File: src/rtl/rf_wport_arbiter.sv
// Register-file write-port arbiter: shares one write port between the WB stage and a long-latency unit.
// Optional post-reset zeroing of x1..x(DEPTH-1) is enabled by defining RF_CLEAR_EN.
module rf_wport_arbiter #(
    parameter int WIDTH      = 32,
    parameter int DEPTH_B    = 5,
    parameter int DEPTH      = 32,
    parameter int STARVE_MAX = 4
) (
    input  logic               clk,
    input  logic               rst,
    input  logic               wb_we,
    input  logic [DEPTH_B-1:0] wb_wa,
    input  logic [WIDTH-1:0]   wb_wd,
    input  logic               lu_valid,
    input  logic [DEPTH_B-1:0] lu_wa,
    input  logic [WIDTH-1:0]   lu_wd,
    output logic               lu_ready,
    output logic               rf_we,
    output logic [DEPTH_B-1:0] rf_wa,
    output logic [WIDTH-1:0]   rf_wd,
    output logic               pipe_stall,
    output logic               init_busy
);

    localparam int                 CNT_W      = $clog2(STARVE_MAX + 1);
    localparam logic [CNT_W-1:0]   STARVE_CNT = CNT_W'(STARVE_MAX);

    typedef enum logic [1:0] {
        ST_START = 2'd0,
        ST_CLEAR = 2'd1,
        ST_RUN   = 2'd2
    } state_e;

    state_e             state_q, state_d;
    logic [CNT_W-1:0]   wait_cnt_q, wait_cnt_d;
    logic               force_lu;
    logic               grant_lu;
    logic               grant_wb;

`ifdef RF_CLEAR_EN
    localparam logic [DEPTH_B-1:0] LAST_ADDR = DEPTH_B'(DEPTH - 1);
    logic [DEPTH_B-1:0] clr_addr_q, clr_addr_d;
`endif

    // Zero-latency grant: the register-file write bypass sees the winner in the same cycle.
    always_comb begin
        force_lu = lu_valid && (wait_cnt_q >= STARVE_CNT);
        grant_lu = (state_q == ST_RUN) && lu_valid && (!wb_we || force_lu);
        grant_wb = (state_q == ST_RUN) && wb_we && !grant_lu;
    end

    // NOTE: every variable gets a default before the case so no latch is inferred.
    always_comb begin
        state_d    = state_q;
        wait_cnt_d = '0;
`ifdef RF_CLEAR_EN
        clr_addr_d = clr_addr_q;
`endif
        case (state_q)
            ST_START: begin
`ifdef RF_CLEAR_EN
                state_d    = ST_CLEAR;
                clr_addr_d = DEPTH_B'(1);
`else
                state_d    = ST_RUN;
`endif
            end
`ifdef RF_CLEAR_EN
            ST_CLEAR: begin
                clr_addr_d = clr_addr_q + 1'b1;
                if (clr_addr_q == LAST_ADDR) begin
                    state_d = ST_RUN;
                end
            end
`endif
            ST_RUN: begin
                if (!lu_valid || grant_lu) begin
                    wait_cnt_d = '0;
                end else if (wait_cnt_q < STARVE_CNT) begin
                    wait_cnt_d = wait_cnt_q + 1'b1;
                end else begin
                    wait_cnt_d = wait_cnt_q;
                end
            end
            default: state_d = ST_START;
        endcase
    end

    // Outputs decode from state_q only, so an asserted rst forces START values immediately.
    always_comb begin
        rf_we      = 1'b0;
        rf_wa      = '0;
        rf_wd      = '0;
        lu_ready   = 1'b0;
        pipe_stall = 1'b1;
        init_busy  = 1'b1;
        case (state_q)
`ifdef RF_CLEAR_EN
            ST_CLEAR: begin
                rf_we = 1'b1;
                rf_wa = clr_addr_q;
            end
`endif
            ST_RUN: begin
                init_busy  = 1'b0;
                pipe_stall = 1'b0;
                if (grant_lu) begin
                    rf_we      = 1'b1;
                    rf_wa      = lu_wa;
                    rf_wd      = lu_wd;
                    lu_ready   = 1'b1;
                    pipe_stall = wb_we;
                end else if (grant_wb) begin
                    rf_we = 1'b1;
                    rf_wa = wb_wa;
                    rf_wd = wb_wd;
                end
            end
            default: ;
        endcase
    end

    // NOTE: non-blocking assignments keep every flop updating from pre-edge values.
    always_ff @(posedge clk or posedge rst) begin
        if (rst) begin
            state_q    <= ST_START;
            wait_cnt_q <= '0;
`ifdef RF_CLEAR_EN
            clr_addr_q <= DEPTH_B'(1);
`endif
        end else begin
            state_q    <= state_d;
            wait_cnt_q <= wait_cnt_d;
`ifdef RF_CLEAR_EN
            clr_addr_q <= clr_addr_d;
`endif
        end
    end

endmodule

File: config.mk
export PLATFORM = sky130hd
export DESIGN_NAME = rf_wport_arbiter
export DESIGN_NICKNAME = d
export VERILOG_FILES = /design/src/rtl/rf_wport_arbiter.sv
export SDC_FILE = /design/constraint.sdc
export NUM_CORES = 1
export LEC_CHECK = 0
export ABC_AREA = 1
export CORE_ASPECT_RATIO = 0.9
export CORE_UTILIZATION = 24
export DETAILED_ROUTE_END_ITERATION = 12
export GPL_ROUTABILITY_DRIVEN = 0
export PLACE_DENSITY = 0.86
export SKIP_LAST_GASP = 1
export SLEW_MARGIN = 20
export SYNTH_ARGS = -nofsm -noshare
export SYNTH_HDL_FRONTEND = slang
export SYNTH_SLANG_ARGS = --single-unit
File: constraint.sdc
create_clock -name clk -period 2.3 [get_ports clk]
set_input_delay 0.46 -clock clk [delete_from_list [all_inputs] [get_ports clk]]
set_output_delay 0.46 -clock clk [all_outputs]
set_load 0.1 [all_outputs]
; ---- Word level (Yosys, flattened, before mapping)
; Index checks and enable logic that the tools add are counted.
[word_totals]
regBits = 5
out_inout_bits = 41
word_cells = 36
[classes]
add_sub_neg = 1
n_lt_le_gt_ge = 2
eq_ne = 2
mux = 18
reduce_logical = 11
[ops]
columns = op, n
row1 = 2-to-1 mux 32 bit, 3
row2 = 2-to-1 mux 5 bit, 3
row3 = 2-to-1 mux 3 bit, 3
row4 = 2-to-1 mux 1 bit, 8
row5 = logical AND 1 bit, 5
row6 = one-hot mux 2 bit (2 select lines), 1
row7 = adder 3 x 1 -> 3 bit (second input constant), 1
row8 = >= comparator 3 bit (second input constant), 1
row9 = logical NOT 1 bit, 3
row10 = less-than comparator 3 bit (second input constant), 1
row11 = inequality test 3 x 1 -> 1 bit (second input constant), 1
row12 = == test 2 bit (second input constant), 1
row13 = logical NOT 2 bit, 1
row14 = logical OR 1 bit, 2

; ---- Logic depth before layout (Yosys ltp)
; Gate-level depths: netlist (run 1).
[logic_depth]
ltp_word = 9
mapped_depth = 6

; ---- Worst setup path after synthesis (run 1)
; No wires, ideal clock.
[synth_path]
path_type = input-to-output
start = input lu_valid
end = output rf_wd[13]
arrival_ps = 1768
setup_slack_ps = 72
stages = 5
path_buffers = 1
cell_sequence = nand2_2 a21oi_2 buf_4 nand2_1 nand2_1
[synth_via]
elab_chain_cells = 8
[synth_lines]
columns = item, line
row1 = from (decl), 14  ; input logic lu_valid,
row2 = logical AND 1 bit, 47  ; force_lu = lu_valid && (wait_cnt_q >= STARVE_CNT);
row3 = logical OR 1 bit, 48  ; grant_lu = (state_q == ST_RUN) && lu_valid && (!wb_we || force_lu);
row4 = logical AND 1 bit *, 48
row5 = logical NOT 1 bit, 49  ; grant_wb = (state_q == ST_RUN) && wb_we && !grant_lu;
row6 = logical AND 1 bit, 49
row7 = 2-to-1 mux 32 bit, 113  ; end else if (grant_wb) begin
row8 = 2-to-1 mux 32 bit *, 107  ; if (grant_lu) begin
row9 = 2-to-1 mux 32 bit *, 97  ; case (state_q)
row10 = to (decl), 20  ; output logic [WIDTH-1:0] rf_wd,
; Every way passes the cells marked *; elsewhere a longest branch is shown, timed or not.

; ---- Final worst setup path (run 1)
[layout_path]
start = input lu_valid
end = output rf_wd[16]
; The elaborated chain is that of the path after synthesis.

==> reports/results.txt, run 1 <==
Failing checks -> negative setup slack
Peak Freq -> 0.429 GHz
Starting density of the core -> 0.260
Metal2 WL -> 2.66 mm
Largest net degree at the start of global routing -> 32
WL final -> 4.91 mm
Post-synth cell types -> 15
Worst path arrival time -> 1.87 ns
Router iterations before antenna repair -> 4
Fin crit share -> 1.01
Worst Setup Start Kind -> input pin
Power density cells -> 363 nW/µm²
Layout area overhead -> 253%
Fin crit period -> 2.33 ns
Commonest non-fill, non-tap cell in the layout -> clkdlybuf4s50_1
Netlist Area Pre-Place -> 732 µm²
Leak -> 1.17 nW
Layout cells sized above 1 -> 0.343
Synth Area in XOR/XNOR -> 0
Vias per cell -> 4.90
Setup CP Type -> input pin to output port
Mux share of post-synthesis cell area -> 0
Die height -> 54.4 µm
Flop2flop setup slack -> 1.17 ns
Largest family of logic cells by synthesized area -> simple AND/OR/NAND/NOR gates
FP Rows -> 18
Initial antenna violation count -> 0
Min-delay worst type -> input pin to async pin
Post-synthesis compound-gate area fraction -> 0.0120
Port-buffer cells -> 118
RSZ-0062 raised after global routing -> yes
Initial drt markers -> 50
Global-route wire length before repair -> 5.60 mm
Diodes inserted -> 0
Worst-path clk slew -> 0.04 ns
Final setup margin -> -0.0328 ns
Final ANT Viol Nets -> 0
CP Data Required Time -> 1.84 ns
Synth Area in Simple Gates -> 0.703
Core Area -> 2820 µm²
Max-cap violation count -> 0
Via count -> 1495
Dpl hpwl -> 3.34 mm
WL/cell -> 16.1 µm
CP max FO -> 7
Mapped Avg Cell Area -> 5.08 µm²
Sequential-to-total area share from yosys stat -> 0.137
Final Max Tran Viols -> 0
TritonCTS Sinks -> 4
Highest metal used -> met4
Mapped Nets -> 223
TritonCTS Buffers -> 3
Peak supply drop -> 0.000315 V
Synth Register Bits -> 4
CP endpoint kind -> output port
Placed Instance Area -> 2360 µm²
Fillers -> 107
Final Hold Fails -> 0
Grt ovf -> 0
H-tree depth -> 1
Status -> finished, violations left
Nets@finish -> 346
Post-synthesis cell count -> 144
TritonCTS clock tree -> built
Final setup fails -> 4
DRC viols -> 0
CTS max path bufs -> 2
Metal3 WL -> 362 µm
GRT Resource Usage Total -> 0.227
Vias in the first global route -> 1262
Final Cell Area -> 2580 µm²
Met1 wire length -> 1.73 mm
Root Driver -> clkbuf_4
Final Skew -> 0.000410 ns
IO Pins -> 119
Synth Area in Adders -> 0.0171
Post-placement setup slack -> -0.0390 ns
Die W -> 60.2 µm
Most frequent cells in the layout -> clkdlybuf4s50_1 (76), nand2_1 (47), buf_12 (44), nand3_1 (37), nand2_2 (35)
Yosys synthesis warning count -> 0
Die ar. -> 3270 µm²
Clock Latency Late Sink -> 0.23 ns
Pwr Total -> 937 µW
what timing repair did:
item | CTS | global route
gates resized for setup | 2 | 41
hold buffers | 0 | 0
gates cloned | 0 | 2
setup endpoints to repair | 1 | 38
buffers inserted | 0 | 1
pin swaps | 0 | 3
worst paths after layout:
kind	start	depth (start not counted)	end
min in group clk	wait_cnt_q[0]$_DFFE_PP0P_	1	wait_cnt_q[0]$_DFFE_PP0P_
setup reg to reg	state_q[1]$_DFFE_PP0N_	5	wait_cnt_q[1]$_DFFE_PP0P_
hold / removal	rst	2	wait_cnt_q[2]$_DFFE_PP0P_
hold reg to reg	wait_cnt_q[0]$_DFFE_PP0P_	1	wait_cnt_q[0]$_DFFE_PP0P_
setup / recovery	lu_valid	8	rf_wd[16]
max in group asynchronous	rst	2	wait_cnt_q[1]$_DFFE_PP0P_
layer usage:
layer | vias to the layer above | global-route usage
li1 | 702 | -
met1 | 699 | 0.234
met2 | 80 | 0.452
met3 | 14 | 0.0426
met4 | 0 | 0.0814
met5 | - | 0
power breakdown:
part | internal (mW) | switching [mW] | total, mW
clock network | 0.0583 | 0.0269 | 0.0852
registers | 0.0727 | 0.00178 | 0.0745
logic | 0.324 | 0.453 | 0.778
kinds of logic after synthesis:
group | count (synthesis)
and+or+nand+nor | 122
AOI/OAI and AO/OA | 1
DFF | 4
adders and majority gates | 1
buffers and inverters | 15
other | 1
worst max-delay path: stages:
cell and delay [ns]:
clkdlybuf4s50_1 0.47, nand2_2 0.11, a21oi_4 0.16, buf_12 0.15, clkbuf_16 0.15, nand2_1 0.09, nand2_2 0.11, buf_12 0.18
metrics by stage:
stage	std cells	setup TNS [ns]	utilization	hold slack [ns]
floorplan	144	0	-	0.226
global placement	299	0	0.840	0.438
detailed placement	299	-0.0390	0.840	0.456
CTS	302	-0.0125	0.851	0.424
global route	305	-0.400	0.917	0.445
finish	305	-0.0747	0.917	0.427
state kept, by name, summed over array words and instances, names as in the netlist:
name and cells:
wait_cnt_q 3, state_q 1
cells in the mapped netlist (all sizes together):
master  count  area, µm²
a21oi       1       8.76
nand2      82        313
ha          1       12.5
nor3b       1       7.51
dfrtp       4        100
conb        1       3.75
nand3      37        185
nor3        1       5.00
nor2        1       3.75
inv         5       18.8
buf        10       73.8
cell type report:
type	instances	area (µm²)	share of cell area
tap	40	50.0	0.0194
sequential	4	100	0.0388
timing repair buffer	128	1760	0.682
multi-input combinational	125	629	0.244
inverter	5	18.8	0.00727
clock buffer	3	22.5	0.00873
No activity file was read; power rests on OpenSTA's default activity.
==> run 2, diff against run 1 <==
CORE_AREA = 2 2 45 47   (was not set)
CORE_ASPECT_RATIO = not set   (was 0.9)
CORE_UTILIZATION = not set   (was 24)
DIE_AREA = 0 0 47 49   (was not set)
DONT_BUFFER_PORTS = 1   (was not set)
PLACE_DENSITY = 0.54   (was 0.86)
==> reports/results.txt, run 2 (synthesis results as in run 1) <==
Reg power frac -> 0.099 (+0.020)
CP max FO -> 21 (+14)
Status -> completed
Largest regs -> wait_cnt_q: 3 flops, state_q: 1 flops
Switching Fraction -> 0.586 (+0.0716)
WL/cell -> 15.6 µm (-3.3%)
Final Cell Area -> 1560 µm² (-40%)
H-tree depth -> 1 (unchanged)
Clock share of power -> 0.116 (+0.025)
Peak supply drop -> 0.000407 V (+29%)
Post-placement setup slack -> 0.280 ns (+0.319 ns)
CP endpoint kind -> output port
CP Data Required Time -> 1.84 ns (about the same)
Min-delay worst type -> input pin to flop
Largest net degree at the start of global routing -> 38 (+19%)
Layout cells sized above 1 -> 0.280 (-0.0632)
Final setup fails -> 0 (-4)
Internal Power -> 313 µW (-31%)
Dpl hpwl -> 2.67 mm (-20%)
WL final -> 3.25 mm (-34%)
CP startpoint -> wait_cnt_q[2]$_DFFE_PP0P_
Pwr Total -> 756 µW (-19%)
Worst slew margin -> 0.620
Placed Instance Area -> 1520 µm² (-36%)
Die W -> 47 µm (-22%)
TritonCTS Buffers -> 3 (unchanged)
Worst-margin pin slew -> 0.569 ns
Non-filler cells in the finished layout -> 209 (-31%)
Switch Pwr -> 443 µW (-8.1%)
Layout area overhead -> 112%
Final Hold Fails -> 0 (unchanged)
Largest register FFs -> 3 (unchanged)
Biggest cell delay along the critical path -> 0.36 ns (-0.11 ns)
Fillers -> 118 (+10%)
Power density cells -> 486 nW/µm² (+34%)
Comb pwr share -> 0.785 (-0.045)
Crit-path slowest cell -> dfrtp_1
Grt ovf -> 0 (unchanged)
Global-route wire length before repair -> 5.04 mm (-10%)
Leak -> 0.809 nW (-31%)
CTS max path bufs -> 2 (unchanged)
Worst-path clk slew -> 0.04 ns (about the same)
Setup_tns -> 0 ns (+0.0747 ns)
FP Rows -> 16 (-2)
Nets@finish -> 263 (-24%)
Worst path arrival time -> 1.70 ns (-0.17 ns)
Port-buffer cells -> 0 (-100%)
Initial antenna violation count -> 0 (unchanged)
IO Pins -> 119 (unchanged)
Die ar. -> 2300 µm² (-30%)
Crit path cell chain -> inv_1 -> nand2_1 -> nand2_4 -> buf_12 -> nand3_1 -> nand2_1 -> buf_12
Reg2reg start -> state_q[1]$_DFFE_PP0N_
Worst Setup Start Kind -> flop
TritonCTS clock tree -> built
Diodes inserted -> 0 (unchanged)
Router iterations before antenna repair -> 4 (unchanged)
Core Area -> 1840 µm² (-35%)
Biggest register -> wait_cnt_q
Via count -> 1132 (-24%)
Commonest non-fill, non-tap cell in the layout -> nand2_1
Root Driver -> clkbuf_4
Register area -> 100 µm² (unchanged)
Die height -> 49 µm (-9.9%)
Final setup margin -> 0.140 ns (+0.173 ns)
Peak Freq -> 0.463 GHz (+8.0%)
Final ANT Viol Nets -> 0 (unchanged)
DRC viols -> 0 (unchanged)
Dpl cells -> 205 (-31%)
Final Skew -> 0.00191 ns (+0.00150 ns)
Setup CP Type -> flop to output port
Starting density of the core -> 0.397 (+0.137)
Initial drt markers -> 20 (-60%)
Fin crit share -> 0.939 (-0.0751)
Multi-input logic area -> 552 µm² (-12%)
Final Max Tran Viols -> 0 (unchanged)
Clock Latency Late Sink -> 0.23 ns (about the same)
TritonCTS Sinks -> 4 (unchanged)
Worst min-delay path startpoint -> lu_valid
Vias in the first global route -> 1193 (-5.5%)
RSZ-0062 raised after global routing -> no
Fin crit period -> 2.16 ns (-0.173 ns)
Vias per cell -> 5.42 (+10%)
Max-cap violation count -> 0 (unchanged)
GRT Resource Usage Total -> 0.290 (+0.0632)
Most frequent cells in the layout -> nand2_1 (80), buf_12 (39), nand3_1 (37), buf_4 (5)
[run 2: critical path, delay by kind of cell (launching register included)]
kind | cells | cell delay (ns)
buffers and inverters | 3 | 0.49
flip-flops | 1 | 0.36
AND/OR/NAND/NOR | 4 | 0.60
[run 2: path summary, 6_finish.rpt]
check / to / slack (ns) / depth (start not counted)
worst max-delay path: rf_wd[3] / 0.14 / 7
worst min-delay path: wait_cnt_q[2]$_DFFE_PP0P_ / 0.45 / 2
worst max register to register: wait_cnt_q[1]$_DFFE_PP0P_ / 1.28 / 4
worst min register to register: wait_cnt_q[0]$_DFFE_PP0P_ / 0.47 / 1
max in group asynchronous: wait_cnt_q[0]$_DFFE_PP0P_ / 1.60 / 2
min in group asynchronous: wait_cnt_q[2]$_DFFE_PP0P_ / 0.55 / 2
[run 2: cell type report]
cell class	instances	share of cell area
timing repair buffer	45	0.533
inverter	5	0.0121
tap	27	0.0217
clock buffer	3	0.0145
multi-input combinational	125	0.355
sequential	4	0.0644
[run 2: metal layers]
layer  global-route usage  vias up  share of wire
li1                     -      535              -
met1                0.274      501           0.32
met3               0.0852       18           0.10
met4                0.157        0          0.055
met5                    0        -              0
met2                0.521       78           0.53
[run 2: stage by stage]
stage               hold WS, ns   util
floorplan                 0.226      -
global placement          0.234  0.824
detailed placement        0.240  0.824
CTS                       0.450  0.842
global route              0.457  0.844
finish                    0.454  0.844
[run 2: repair_timing]
action | CTS | global route
resized for setup | 0 | 1
endpoints found under the hold margin | 4 | 0
setup buffers | 0 | 0
setup endpoints to repair | 0 | 9
hold buffers | 1 | 0
[run 2: power by group through the flow]
stage	clock network [mW]	registers, mW	logic (mW)
global route	0.0945	0.0747	0.611
global placement	0	0.0752	0.584
CTS	0.0853	0.0745	0.594
floorplan	0	0.0748	0.389
detailed placement	0	0.0754	0.592
finish	0.0879	0.0745	0.594
==> run 3, diff against run 2 <==
CAP_MARGIN = 10   (was not set)
SLEW_MARGIN = not set   (was 20)
==> results of run 3 <==
Same layout as run 2: the final DEF is identical, and so are final timing and power.
